==> config.mk <==
export PLATFORM = sky130hd
export DESIGN_NAME = serial_alu_ctrl
export DESIGN_NICKNAME = d
export VERILOG_FILES = /design/src/rtl/serial_alu_ctrl.sv
export SDC_FILE = /design/constraint.sdc
export NUM_CORES = 1
export LEC_CHECK = 0
export CAP_MARGIN = 20
export CELL_PAD_IN_SITES_DETAIL_PLACEMENT = 0
export CELL_PAD_IN_SITES_GLOBAL_PLACEMENT = 2
export CORE_MARGIN = 2
export CORE_UTILIZATION = 33
export DETAILED_ROUTE_END_ITERATION = 10
export PLACE_DENSITY = 0.92
export RECOVER_POWER = 25
export SYNTH_ARGS = -nofsm -noshare
export SYNTH_HDL_FRONTEND = slang
export SYNTH_SLANG_ARGS = --single-unit
==> constraint.sdc <==
create_clock -name clk -period 5.65 [get_ports clk]
set_input_delay 1.4125 -clock clk [delete_from_list [all_inputs] [get_ports clk]]
set_output_delay 1.4125 -clock clk [all_outputs]
set_load 0.1 [all_outputs]
==> src/rtl/serial_alu_ctrl.sv <==
// ---------------------------------------------------------------------------
// serial_alu_ctrl
//
// Bit-serial ALU with a small IDLE/RUN/DONE controller. One operand bit is
// processed per RUN cycle, LSB first, so an operation takes WIDTH cycles of
// RUN followed by a single DONE cycle in which the registered result is new.
//
// Operation select (op):
//   op[2]    inverts operand b and forces the bit-0 carry-in to 1
//   op[1:0]  00 AND, 01 OR, 10 SUM, 11 LESS (sign of a + ~b + 1)
//
// Parameters:
//   WIDTH    operand/result width in bits, 2..64
//
// Ports:
//   clk      input   rising-edge clock
//   reset    input   asynchronous, active-high reset
//   start    input   request a new operation (ignored while busy)
//   op       input   [2:0] operation select, latched on accepted start
//   a, b     input   [WIDTH-1:0] operands, latched on accepted start
//   busy     output  high while bits are being processed (RUN)
//   done     output  one-cycle pulse when result becomes valid (DONE)
//   result   output  [WIDTH-1:0] registered result, held until next completion
//   zero     output  result is all zeros (registered with result)
//   c_out    output  carry out of bit WIDTH-1 (registered with result)
//   overflow output  only when SERIAL_ALU_OVF_EN is defined: carry-in XOR
//                    carry-out of bit WIDTH-1 for SUM/LESS, 0 otherwise
//
// Configuration:
//   SERIAL_ALU_OVF_EN  define to add the overflow output and its register.
// ---------------------------------------------------------------------------
module serial_alu_ctrl #(
    parameter int unsigned WIDTH = 32
) (
    input  logic             clk,
    input  logic             reset,
    input  logic             start,
    input  logic [2:0]       op,
    input  logic [WIDTH-1:0] a,
    input  logic [WIDTH-1:0] b,
    output logic             busy,
    output logic             done,
    output logic [WIDTH-1:0] result,
    output logic             zero,
    output logic             c_out
`ifdef SERIAL_ALU_OVF_EN
    ,
    output logic             overflow
`endif
);

    localparam int unsigned CntW = $clog2(WIDTH);

    localparam logic [1:0] StIdle = 2'd0;
    localparam logic [1:0] StRun  = 2'd1;
    localparam logic [1:0] StDone = 2'd2;

    localparam logic [1:0] OpAnd  = 2'b00;
    localparam logic [1:0] OpOr   = 2'b01;
    localparam logic [1:0] OpSum  = 2'b10;
    localparam logic [1:0] OpLess = 2'b11;

    // -----------------------------------------------------------------------
    // State
    // -----------------------------------------------------------------------
    logic [1:0]       state_q,  state_d;
    logic [CntW-1:0]  cnt_q,    cnt_d;
    logic [WIDTH-1:0] a_q,      a_d;
    logic [WIDTH-1:0] b_q,      b_d;
    logic [2:0]       op_q,     op_d;
    logic             carry_q,  carry_d;
    logic [WIDTH-1:0] acc_q,    acc_d;
    logic [WIDTH-1:0] result_q, result_d;
    logic             zero_q,   zero_d;
    logic             c_out_q,  c_out_d;
`ifdef SERIAL_ALU_OVF_EN
    logic             ovf_q,    ovf_d;
`endif

    // -----------------------------------------------------------------------
    // One-bit datapath slice, evaluated on the bit selected by the counter
    // -----------------------------------------------------------------------
    logic bit_a;
    logic bit_b;
    logic bit_and;
    logic bit_or;
    logic bit_sum;
    logic bit_cout;
    logic bit_sel;
    logic last_bit;

    always_comb begin
        bit_a    = a_q[cnt_q];
        bit_b    = b_q[cnt_q] ^ op_q[2];
        bit_and  = bit_a & bit_b;
        bit_or   = bit_a | bit_b;
        bit_sum  = bit_a ^ bit_b ^ carry_q;
        bit_cout = (bit_a & bit_b) | ((bit_a ^ bit_b) & carry_q);
        last_bit = (cnt_q == CntW'(WIDTH - 1));

        bit_sel = 1'b0;
        unique case (op_q[1:0])
            OpAnd:   bit_sel = bit_and;
            OpOr:    bit_sel = bit_or;
            OpSum:   bit_sel = bit_sum;
            OpLess:  bit_sel = 1'b0;
            default: bit_sel = 1'b0;
        endcase
    end

    // -----------------------------------------------------------------------
    // Next-state logic
    // -----------------------------------------------------------------------
    always_comb begin
        state_d  = state_q;
        cnt_d    = cnt_q;
        a_d      = a_q;
        b_d      = b_q;
        op_d     = op_q;
        carry_d  = carry_q;
        acc_d    = acc_q;
        result_d = result_q;
        zero_d   = zero_q;
        c_out_d  = c_out_q;
`ifdef SERIAL_ALU_OVF_EN
        ovf_d    = ovf_q;
`endif

        unique case (state_q)
            StIdle: begin
                if (start) begin
                    state_d = StRun;
                    cnt_d   = '0;
                    a_d     = a;
                    b_d     = b;
                    op_d    = op;
                    carry_d = op[2];
                    acc_d   = '0;
                end
            end

            StRun: begin
                // Each bit lands at its final position, so after WIDTH cycles
                // acc holds the whole word with bit 0 first in time.
                acc_d[cnt_q] = bit_sel;
                carry_d      = bit_cout;
                cnt_d        = last_bit ? '0 : cnt_q + CntW'(1);

                if (last_bit) begin
                    state_d = StDone;
                    if (op_q[1:0] == OpLess) begin
                        // LESS reports only the sign of a + ~b + 1.
                        result_d = {{(WIDTH - 1){1'b0}}, bit_sum};
                    end else begin
                        result_d = acc_d;
                    end
                    zero_d  = ~|result_d;
                    c_out_d = bit_cout;
`ifdef SERIAL_ALU_OVF_EN
                    // Arithmetic ops only: op[1] is set for SUM and LESS.
                    ovf_d   = op_q[1] & (carry_q ^ bit_cout);
`endif
                end
            end

            StDone: begin
                if (start) begin
                    state_d = StRun;
                    cnt_d   = '0;
                    a_d     = a;
                    b_d     = b;
                    op_d    = op;
                    carry_d = op[2];
                    acc_d   = '0;
                end else begin
                    state_d = StIdle;
                end
            end

            default: begin
                state_d = StIdle;
            end
        endcase
    end

    // -----------------------------------------------------------------------
    // Registers
    // -----------------------------------------------------------------------
    always_ff @(posedge clk or posedge reset) begin
        if (reset) begin
            state_q  <= StIdle;
            cnt_q    <= '0;
            a_q      <= '0;
            b_q      <= '0;
            op_q     <= '0;
            carry_q  <= 1'b0;
            acc_q    <= '0;
            result_q <= '0;
            zero_q   <= 1'b1;
            c_out_q  <= 1'b0;
        end else begin
            state_q  <= state_d;
            cnt_q    <= cnt_d;
            a_q      <= a_d;
            b_q      <= b_d;
            op_q     <= op_d;
            carry_q  <= carry_d;
            acc_q    <= acc_d;
            result_q <= result_d;
            zero_q   <= zero_d;
            c_out_q  <= c_out_d;
        end
    end

`ifdef SERIAL_ALU_OVF_EN
    always_ff @(posedge clk or posedge reset) begin
        if (reset) begin
            ovf_q <= 1'b0;
        end else begin
            ovf_q <= ovf_d;
        end
    end

    assign overflow = ovf_q;
`endif

    // -----------------------------------------------------------------------
    // Outputs
    // -----------------------------------------------------------------------
    assign busy   = (state_q == StRun);
    assign done   = (state_q == StDone);
    assign result = result_q;
    assign zero   = zero_q;
    assign c_out  = c_out_q;

endmodule

-- Word-level counts from Yosys, hierarchy flattened
Cells that the tools add are included.
- $add $sub $neg: 1
- magnitude comparators: 2
- eq/ne operators: 9
- multiplexer cells: 22
- bitwise logic cells: 7
- reduce and logical (&&, ||, !) cells: 11
- operator list (kind ; number):
    two-way mux 32 bit ; 4
    one-hot mux 32 bit (2 select lines) ; 1
    bitwise mux 32 bit ; 1
    OR reduction 32 bit ; 1
    binary-select mux 1 bit (select 5 bit) ; 2
    two-way mux 5 bit ; 2
    one-hot mux 5 bit (2 select lines) ; 1
    AND reduction 2 bit ; 4
    == test 2 bit, second input constant ; 3
    < comparator 5 x 6 -> 1 bit, second input constant ; 1
    one-hot mux 2 bit (3 select lines) ; 1
    adder 5 x 1 -> 5 bit, second input constant ; 1
    demux 1 bit (select 5 bit) ; 1
    == test 5 bit, second input constant ; 1
    greater-or-equal comparator 5 x 1 -> 1 bit, second input constant ; 1
    two-way mux 1 bit ; 5
    == test 2 x 1 -> 1 bit, second input constant ; 2
    zero test 2 bit ; 2
    two-way mux 2 bit ; 2
    inequality test 2 x 1 -> 1 bit, second input constant ; 2
    one-hot mux 1 bit (4 select lines) ; 1
    bitwise XOR 1 bit ; 3
    bitwise AND 1 bit ; 2
    inequality test 2 bit, second input constant ; 1
    other kinds (6) ; 7
- bits in registers: 141
- output and inout bits: 36

-- Longest topological paths before layout
Gate-level depths: netlist (run 1).
- depth after elaboration: 12
- mapped depth: 16
- gate-level depth less buffers: 13

-- Worst setup path after synthesis (run 1)
Ideal clock, no wire load.
- kind: reg2reg
- start point: reg cnt_q[0]
- end point: reg acc_q[13]
- arrival time: 3.338 ns
- required time: 5.566 ns
- slack: 2.227 ns
- cell stages (with the launch flop): 15
- path buffers: 3
- clock period less this slack: 3.423 ns
- cells stage by stage: dfrtp_1 buf_6 mux4_2 mux4_2 nor2_1 nor2_1 xor2_1 inv_1 fa_1 mux2i_1 o21a_1 clkbuf_1 nand2_1 clkbuf_1 o22ai_1
- word-level cells in the longest chain between the ends: 8
- elaborated cells between the ends (all ways): 17
- those cells by class: order compare: 2; mux: 9; bitwise: 5; reduce/logical: 1
- ends and longest elaborated chain (item ; line ; RTL):
    start: declaration ; 67 ; logic [CntW-1:0] cnt_q, cnt_d;
    start signal: assignment ; 203 ; cnt_q <= cnt_d;
    binary-select mux 1 bit (select 5 bit) ; 94 ; bit_b = b_q[cnt_q] ^ op_q[2];
    two-way mux 1 bit (implied by the code) ; 94 ;
    bitwise XOR 1 bit ; 94 ;
    bitwise XOR 1 bit (2 in a row) ; 97 ; bit_sum = bit_a ^ bit_b ^ carry_q;
    one-hot mux 1 bit (4 select lines) ; 102 ; unique case (op_q[1:0])
    bitwise mux 32 bit (*) ; 145 ; acc_d[cnt_q] = bit_sel;
    one-hot mux 32 bit (2 select lines) (*) ; 129 ; unique case (state_q)
    end signal: assignment ; 197 ; acc_q <= '0;
    end signal: assignment ; 208 ; acc_q <= acc_d;
    end: declaration ; 72 ; logic [WIDTH-1:0] acc_q, acc_d;
Every way passes the cells marked *; elsewhere a longest branch is shown, timed or not. The select of a mux whose other input is x is not followed.
A chain may end at the register's enable or synchronous reset.

-- Worst setup path in the final report (run 1)
- start point: reg cnt_q[0]
- end point: reg acc_q[26]
Same word-level chain as after synthesis.

==> flow_metrics.tcl, run 1 <==
set metrics [dict create \
    grt_remaining_overflow 0 \
    post_cts_buffers 0 \
    totalPowerFinal_uw 5120 \
    die_h_microns 151 \
    startpoint_type "register" \
    grt_max_degree 90 \
    grt_pass1_wl_mm 29.9 \
    rsz0062_at_grt "false" \
    rows 53 \
    synth.area.top_cells "dfrtp_1, nand2_1, o21ai_0" \
    area_growth_pct 25.6 \
    period_share 0.755 \
    seq_area_frac_synth 0.498 \
    initial_utilization 0.337 \
    clock-sinks 141 \
    ant_nets 0 \
    die_x_microns 151 \
    hold_buffers 0 \
    crit_start "cnt_q[0]" \
    insertion_delay_ns 0.43 \
    dp_cells 1137 \
    clock.fmax_ghz 0.235 \
    cts_buffers 17 \
    num_io_pins 106 \
    clk_pin_slew_worst_paths_ns 0.07 \
    synth.top_cell.area_share 0.494 \
    fin_setup_tns_ns 0 \
    yosys_warnings 0 \
    cp_cell_sequence "buf_4 > mux4_2 > mux2_2 > a22o_1 > nand2_1 > and3_1 > fa_1 > mux2i_1 > o21a_1 > nand2_1 > o21ai_0" \
    hold_violations 0 \
    die-area_sq_um 22700 \
    drt_iter0_markers 353 \
    fin_crit_ns 4.26 \
    worst_path_largest_cell_delay_ns 0.57 \
    dpl_cell_area_sq_um 8330 \
    critPathSlowestCell "dfrtp_1" \
    crit_type "reg -> reg" \
    synth_area_leader_cell "dfrtp_1" \
    vias 5849 \
    netlist-cell-type-count 53 \
    crit_fanout 14 \
    synth_ff_type "dfrtp_1" \
    maxSlewHeadroom 0.314 \
    finalClockSkew_ns 0.0179 \
    dp_hpwl_mm 12.6 \
    critical_path_required_ns 5.98 \
    grt_usage 0.171 \
    detailedRoute.firstPassIterationCount 5 \
    wirelength_mm 18.6 \
    wl_per_cell_microns 15.9 \
    syn_area_sq_um 7090 \
    post_cts_resized 0 \
    synth-seq-cells 141 \
    synth_cells 800 \
    stdcell_area_sq_um 8900 \
    drive_above_1_share 0.0850 \
    fp.coreArea_sq_um 21000 \
    antennaDiodeCount 0 \
    cp_common_cell "nand2_1" \
    outcome "completed" \
    slew_viol_final 0 \
    gp_congestion 0.815 \
    final_cells 1169 \
    tightest_slew_ns 1.03 \
    ctsHtreeMaxLevel 4 \
    cts_tree "yes" \
    finalNetCount 959 \
    final_common_cell "nand2_1" \
    setup.worst_path.end_class "register" \
    cellLeakagePower_uw 0.00399 \
    synth_nets 878 \
    cts_max_path_buffers 2 \
    viasPerCell 5.00 \
    power_density_nw_per_um2 575 \
    cts_root_buffer "clkbuf_16" \
    min_from "a_q[2]" \
    cap_violations 0 \
    r2r-start "cnt_q[0]" \
    grt_pass1_vias 5478 \
    drc_errors 0 \
    syn_avg_cell_area_sq_um 8.86 \
    antenna_found_initial 0 \
    synth_edf_count 0 \
    synthArstFlopShare 1.00 \
    cpLargestDelayFamily "multiplexers" \
    worstPathBufferInverterCount 1 \
    mostFrequentLayoutCells "nand2_1, dfrtp_1, o21ai_0, clkdlybuf4s50_1, nor2_1" \
    ir_worst_vdd_mv 0.460 \
    min_path_type "reg -> reg" \
    port-buffer-count 105 \
    worstPathArrival_ns 4.59 \
    setup_violations 0 \
]
==> cells by family after synthesis <==
group / after synthesis / share of synthesized area
compound gates: 185 / 0.156
xor+xnor: 1 / 0.00124
fa+ha+maj: 8 / 0.0152
buf+inv: 78 / 0.0500
flops: 141 / 0.498
mux: 24 / 0.0646
simple gates: 363 / 0.215
==> state kept, by name, summed over array words and instances (netlist names), 2 cells and up <==
register  flops
cnt_q         5
a_q          32
state_q       2
acc_q        32
result       32
b_q          32
op_q          3
==> synth_stat cells, drive strengths merged, types with 2 or more instances <==
master and number:
a211oi 2, a21boi 5, a21o 2, a21oi 22
a22o 23, and3 3, buf 18, clkbuf 38
dfrtp 140, ha 7, inv 22, mux2 4
mux2i 3, mux4 17, nand2 276, nand2b 11
nand3 2, nand3b 2, nand4 6, nand4b 7
nor2 37, nor2b 5, nor3 6, nor4 2
o2111ai 2, o21ai 105, o21bai 2, o22ai 9
o31ai 2, or2 3
==> layout make-up <==
type / count / area (sq um)
clock buffers: 17 / 425
multi-input cells: 581 / 3220
inverters: 22 / 87.6
fillers: 2098 / 12100
flip-flops and latches: 141 / 3530
repair buffers: 118 / 1150
well taps: 275 / 344
clock inverters: 15 / 151
==> layer usage <==
metal | vias to the layer above | routed length (microns) | track usage
met2 | 160 | 8450 | 0.257
met3 | 29 | 1040 | 0.0424
met1 | 2786 | 8660 | 0.240
met4 | 0 | 427 | 0.0637
met5 | - | 0 | 0
li1 | 2874 | - | -
==> worst min-delay path, cell delays in order (launching register included) <==
cell,delay [ns]
dfrtp_1,0.34
nand2_1,0.05
nand2_1,0.05
==> through the flow <==
stage | worst slack (ns) | util | hold slack, ns
6_report | 1.39 | 0.424 | 0.473
3_3_place_gp | 1.47 | 0.396 | 0.455
5_1_grt | 0.966 | 0.424 | 0.487
3_5_place_dp | 1.36 | 0.396 | 0.457
2_1_floorplan | 0.458 | - | 0.440
4_1_cts | 1.29 | 0.424 | 0.475
==> power breakdown <==
part / total [uW] / switching, uW / leakage (uW) / internal [uW]
registers: 1630 / 271 / 0.00180 / 1360
logic: 2390 / 1530 / 0.00191 / 857
clock network: 1110 / 484 / 0.000280 / 622
total: 5120 / 2290 / 0.00399 / 2840
==> worst paths after layout <==
| kind | end | depth (start not counted) | slack [ns] |
|---|---|---|---|
| setup / recovery | acc_q[26] | 11 | 1.39 |
| hold / removal | a_q[2] | 2 | 0.47 |
| setup reg to reg | acc_q[26] | 11 | 1.39 |
| hold reg to reg | a_q[2] | 2 | 0.47 |
| max in group asynchronous | zero | 3 | 3.10 |
| min in group asynchronous | c_out | 2 | 1.65 |
(Power assumes the default switching activity.)
==> inputs of run 2 (changes only) <==
Settings changed: CORE_UTILIZATION 33 to 30, PLACE_DENSITY 0.92 to 0.88.
Clock period 5.65 ns to 3.58 ns, I/O delays scaled along.
==> run 2 against run 1 <==
Compared with the run above:
- the run now ends with max-capacitance violations, max-slew violations left
- flip-flop and latch count unchanged
- first-iteration DRC count rose by 37%
- setup slack got worse by 1.4 ns
- die area up 9.7%
- combinational power rose by 85%
- core utilization decreased by 3.4 points
- global-route usage down 0.74 points
- sequential share of layout area decreased by 0.76 points
- final area grew 2.0%
- critical endpoint is now result[0]
- largest power group unchanged
- highest routed layer unchanged
==> flow_metrics.tcl, run 2 (synthesis results as in run 1) <==
set metrics [dict create \
    outcome "finished with violations" \
    violations "max-capacitance violations, max-slew violations" \
    cts_max_path_buffers 2 \
    p_switching_uw 3780 \
    fin_crit_ns 3.55 \
    die-area_sq_um 24900 \
    setup_violations 0 \
    hold_violations 0 \
    ir_worst_vdd_mv 0.536 \
    insertion_delay_ns 0.42 \
    power_frac_clock 0.203 \
    vias 5862 \
    rows 56 \
    drive_above_1_share 0.150 \
    cellLeakagePower_uw 0.00412 \
    grt_remaining_overflow 0 \
    hold_buffers 0 \
    antenna_found_initial 0 \
    rsz0062_at_grt "true" \
    clock-sinks 141 \
    cp_cell_sequence "buf_6 > mux4_2 > mux4_2 > nor2_1 > nor2_1 > xor2_1 > inv_1 > fa_1 > mux2i_2 > o21a_2 > nor3_2 > o22ai_2 > mux2_4" \
    critical_path_required_ns 3.89 \
    port-buffer-count 105 \
    startpoint_type "register" \
    finalClockSkew_ns 0.0101 \
    crit_fanout 5 \
    grt_max_degree 142 \
    crit_type "reg -> reg" \
    power_density_nw_per_um2 956 \
    antennaDiodeCount 0 \
    mostFrequentLayoutCells "nand2_1, dfrtp_1, clkdlybuf4s50_1, o21ai_0, buf_4" \
    drt_iter0_markers 484 \
    area_growth_pct 28.1 \
    drc_errors 0 \
    maxSlewHeadroom -0.323 \
    die_h_microns 158 \
    ant_nets 0 \
    cts_buffers 17 \
    totalPowerFinal_uw 8680 \
    gp_congestion 0.809 \
    final_common_cell "nand2_1" \
    worstPathArrival_ns 3.85 \
    clk_pin_slew_worst_paths_ns 0.07 \
    netSwitchingFraction 0.436 \
    cts_root_buffer "clkbuf_16" \
    worstPathBufferInverterCount 2 \
    cap_violations 1 \
    pwr-share-comb 0.508 \
    die_x_microns 158 \
    cts_tree "yes" \
    initial_utilization 0.304 \
    finalNetCount 972 \
    setup.worst_path.end_class "register" \
    critPathSlowestCell "fa_1" \
    min_path_type "reg -> reg" \
    num_io_pins 106 \
    seqPwrFrac 0.289 \
    dp_cells 1192 \
    grt_pass1_vias 5789 \
    slew_viol_final 142 \
    worst_path_largest_cell_delay_ns 0.57 \
    clock.fmax_ghz 0.282 \
    period_share 0.991 \
    ctsHtreeMaxLevel 4 \
    dp_hpwl_mm 13.1 \
    viasPerCell 4.78 \
    tightest_slew_ns 1.99 \
    fillCellCount 2400 \
    detailedRoute.firstPassIterationCount 5 \
    wl_per_cell_microns 16.0 \
    grt_usage 0.164 \
    grt_pass1_wl_mm 31.7 \
    cpLargestDelayFamily "multiplexers" \
    p_int_uw 4890 \
    final_cells 1226 \
    wirelength_mm 19.6 \
    fp.coreArea_sq_um 23300 \
]
-- run 2: cell type report --
| cell class | count | area (sq um) | share of cell area |
|---|---|---|---|
| multi-input combinational | 581 | 3260 | 0.360 |
| tap | 319 | 399 | 0.0440 |
| clock buffer | 17 | 425 | 0.0469 |
| clock inverter | 15 | 153 | 0.0168 |
| sequential | 141 | 3530 | 0.389 |
| timing repair buffer | 131 | 1220 | 0.135 |
| inverter | 22 | 86.3 | 0.00951 |
-- run 2: worst paths after layout --
kind	start	endpoint	slack [ns]	cells after the start
min in group asynchronous	reset	c_out	1.70	3
worst min register to register	a_q[1]	a_q[1]	0.47	2
worst max-delay path	cnt_q[0]	result[0]	0.03	13
worst min-delay path	a_q[1]	a_q[1]	0.47	2
worst max register to register	cnt_q[0]	result[0]	0.03	13
max in group asynchronous	reset	a_q[16]	0.66	3
-- run 2: power groups by stage --
stage | registers, uW | logic, uW | clock network [uW]
4_1_cts | 2500 | 4200 | 1800
6_report | 2510 | 4410 | 1760
5_1_grt | 2580 | 4830 | 1880
3_5_place_dp | 2530 | 4190 | 0
3_3_place_gp | 2510 | 4140 | 0
2_1_floorplan | 2790 | 2550 | 0
-- run 2: routing by layer --
layer  share of wire  vias to the layer above  track usage
met4           0.012                        0       0.0481
met3           0.052                       15       0.0402
met2            0.46                      134        0.250
li1                -                     2906            -
met1            0.48                     2807        0.231
met5               0                        -            0
-- run 2: timing repair --
| item | in CTS | in global routing |
|---|---|---|
| resized for setup | 0 | 62 |
| setup endpoints to repair | 0 | 64 |
| setup buffers | 0 | 2 |
-- run 2: through the flow --
| step | cell area [sq um] | setup WS (ns) | setup TNS (ns) | hold WS, ns | util |
|---|---|---|---|---|---|
| floorplan | 7090 | 0.157 | 0 | 0.440 | - |
| detailed placement | 8430 | 0.0315 | 0 | 0.459 | 0.361 |
| finish | 9080 | 0.0334 | 0 | 0.471 | 0.389 |
| global route | 9080 | -0.142 | -3.69 | 0.499 | 0.389 |
| CTS | 9010 | 0.0106 | 0 | 0.476 | 0.386 |
| global placement | 8430 | 0.127 | 0 | 0.453 | 0.361 |
-- run 2: worst register-to-register path, cell delays in order, from the launching register on --
cell and delay (ns):
dfrtp_1 0.40, buf_6 0.15, mux4_2 0.51, mux4_2 0.49, nor2_1 0.10, nor2_1 0.06, xor2_1 0.19, inv_1 0.10
fa_1 0.57, mux2i_2 0.10, o21a_2 0.26, nor3_2 0.14, o22ai_2 0.10, mux2_4 0.26
==> inputs of run 3 (changes only) <==
Settings changed: ABC_CLOCK_PERIOD_IN_PS set to 3580, CTS_CLUSTER_DIAMETER set to 40.
==> results of run 3 <==
The final DEF is identical to that of run 2; final timing and power are the same.
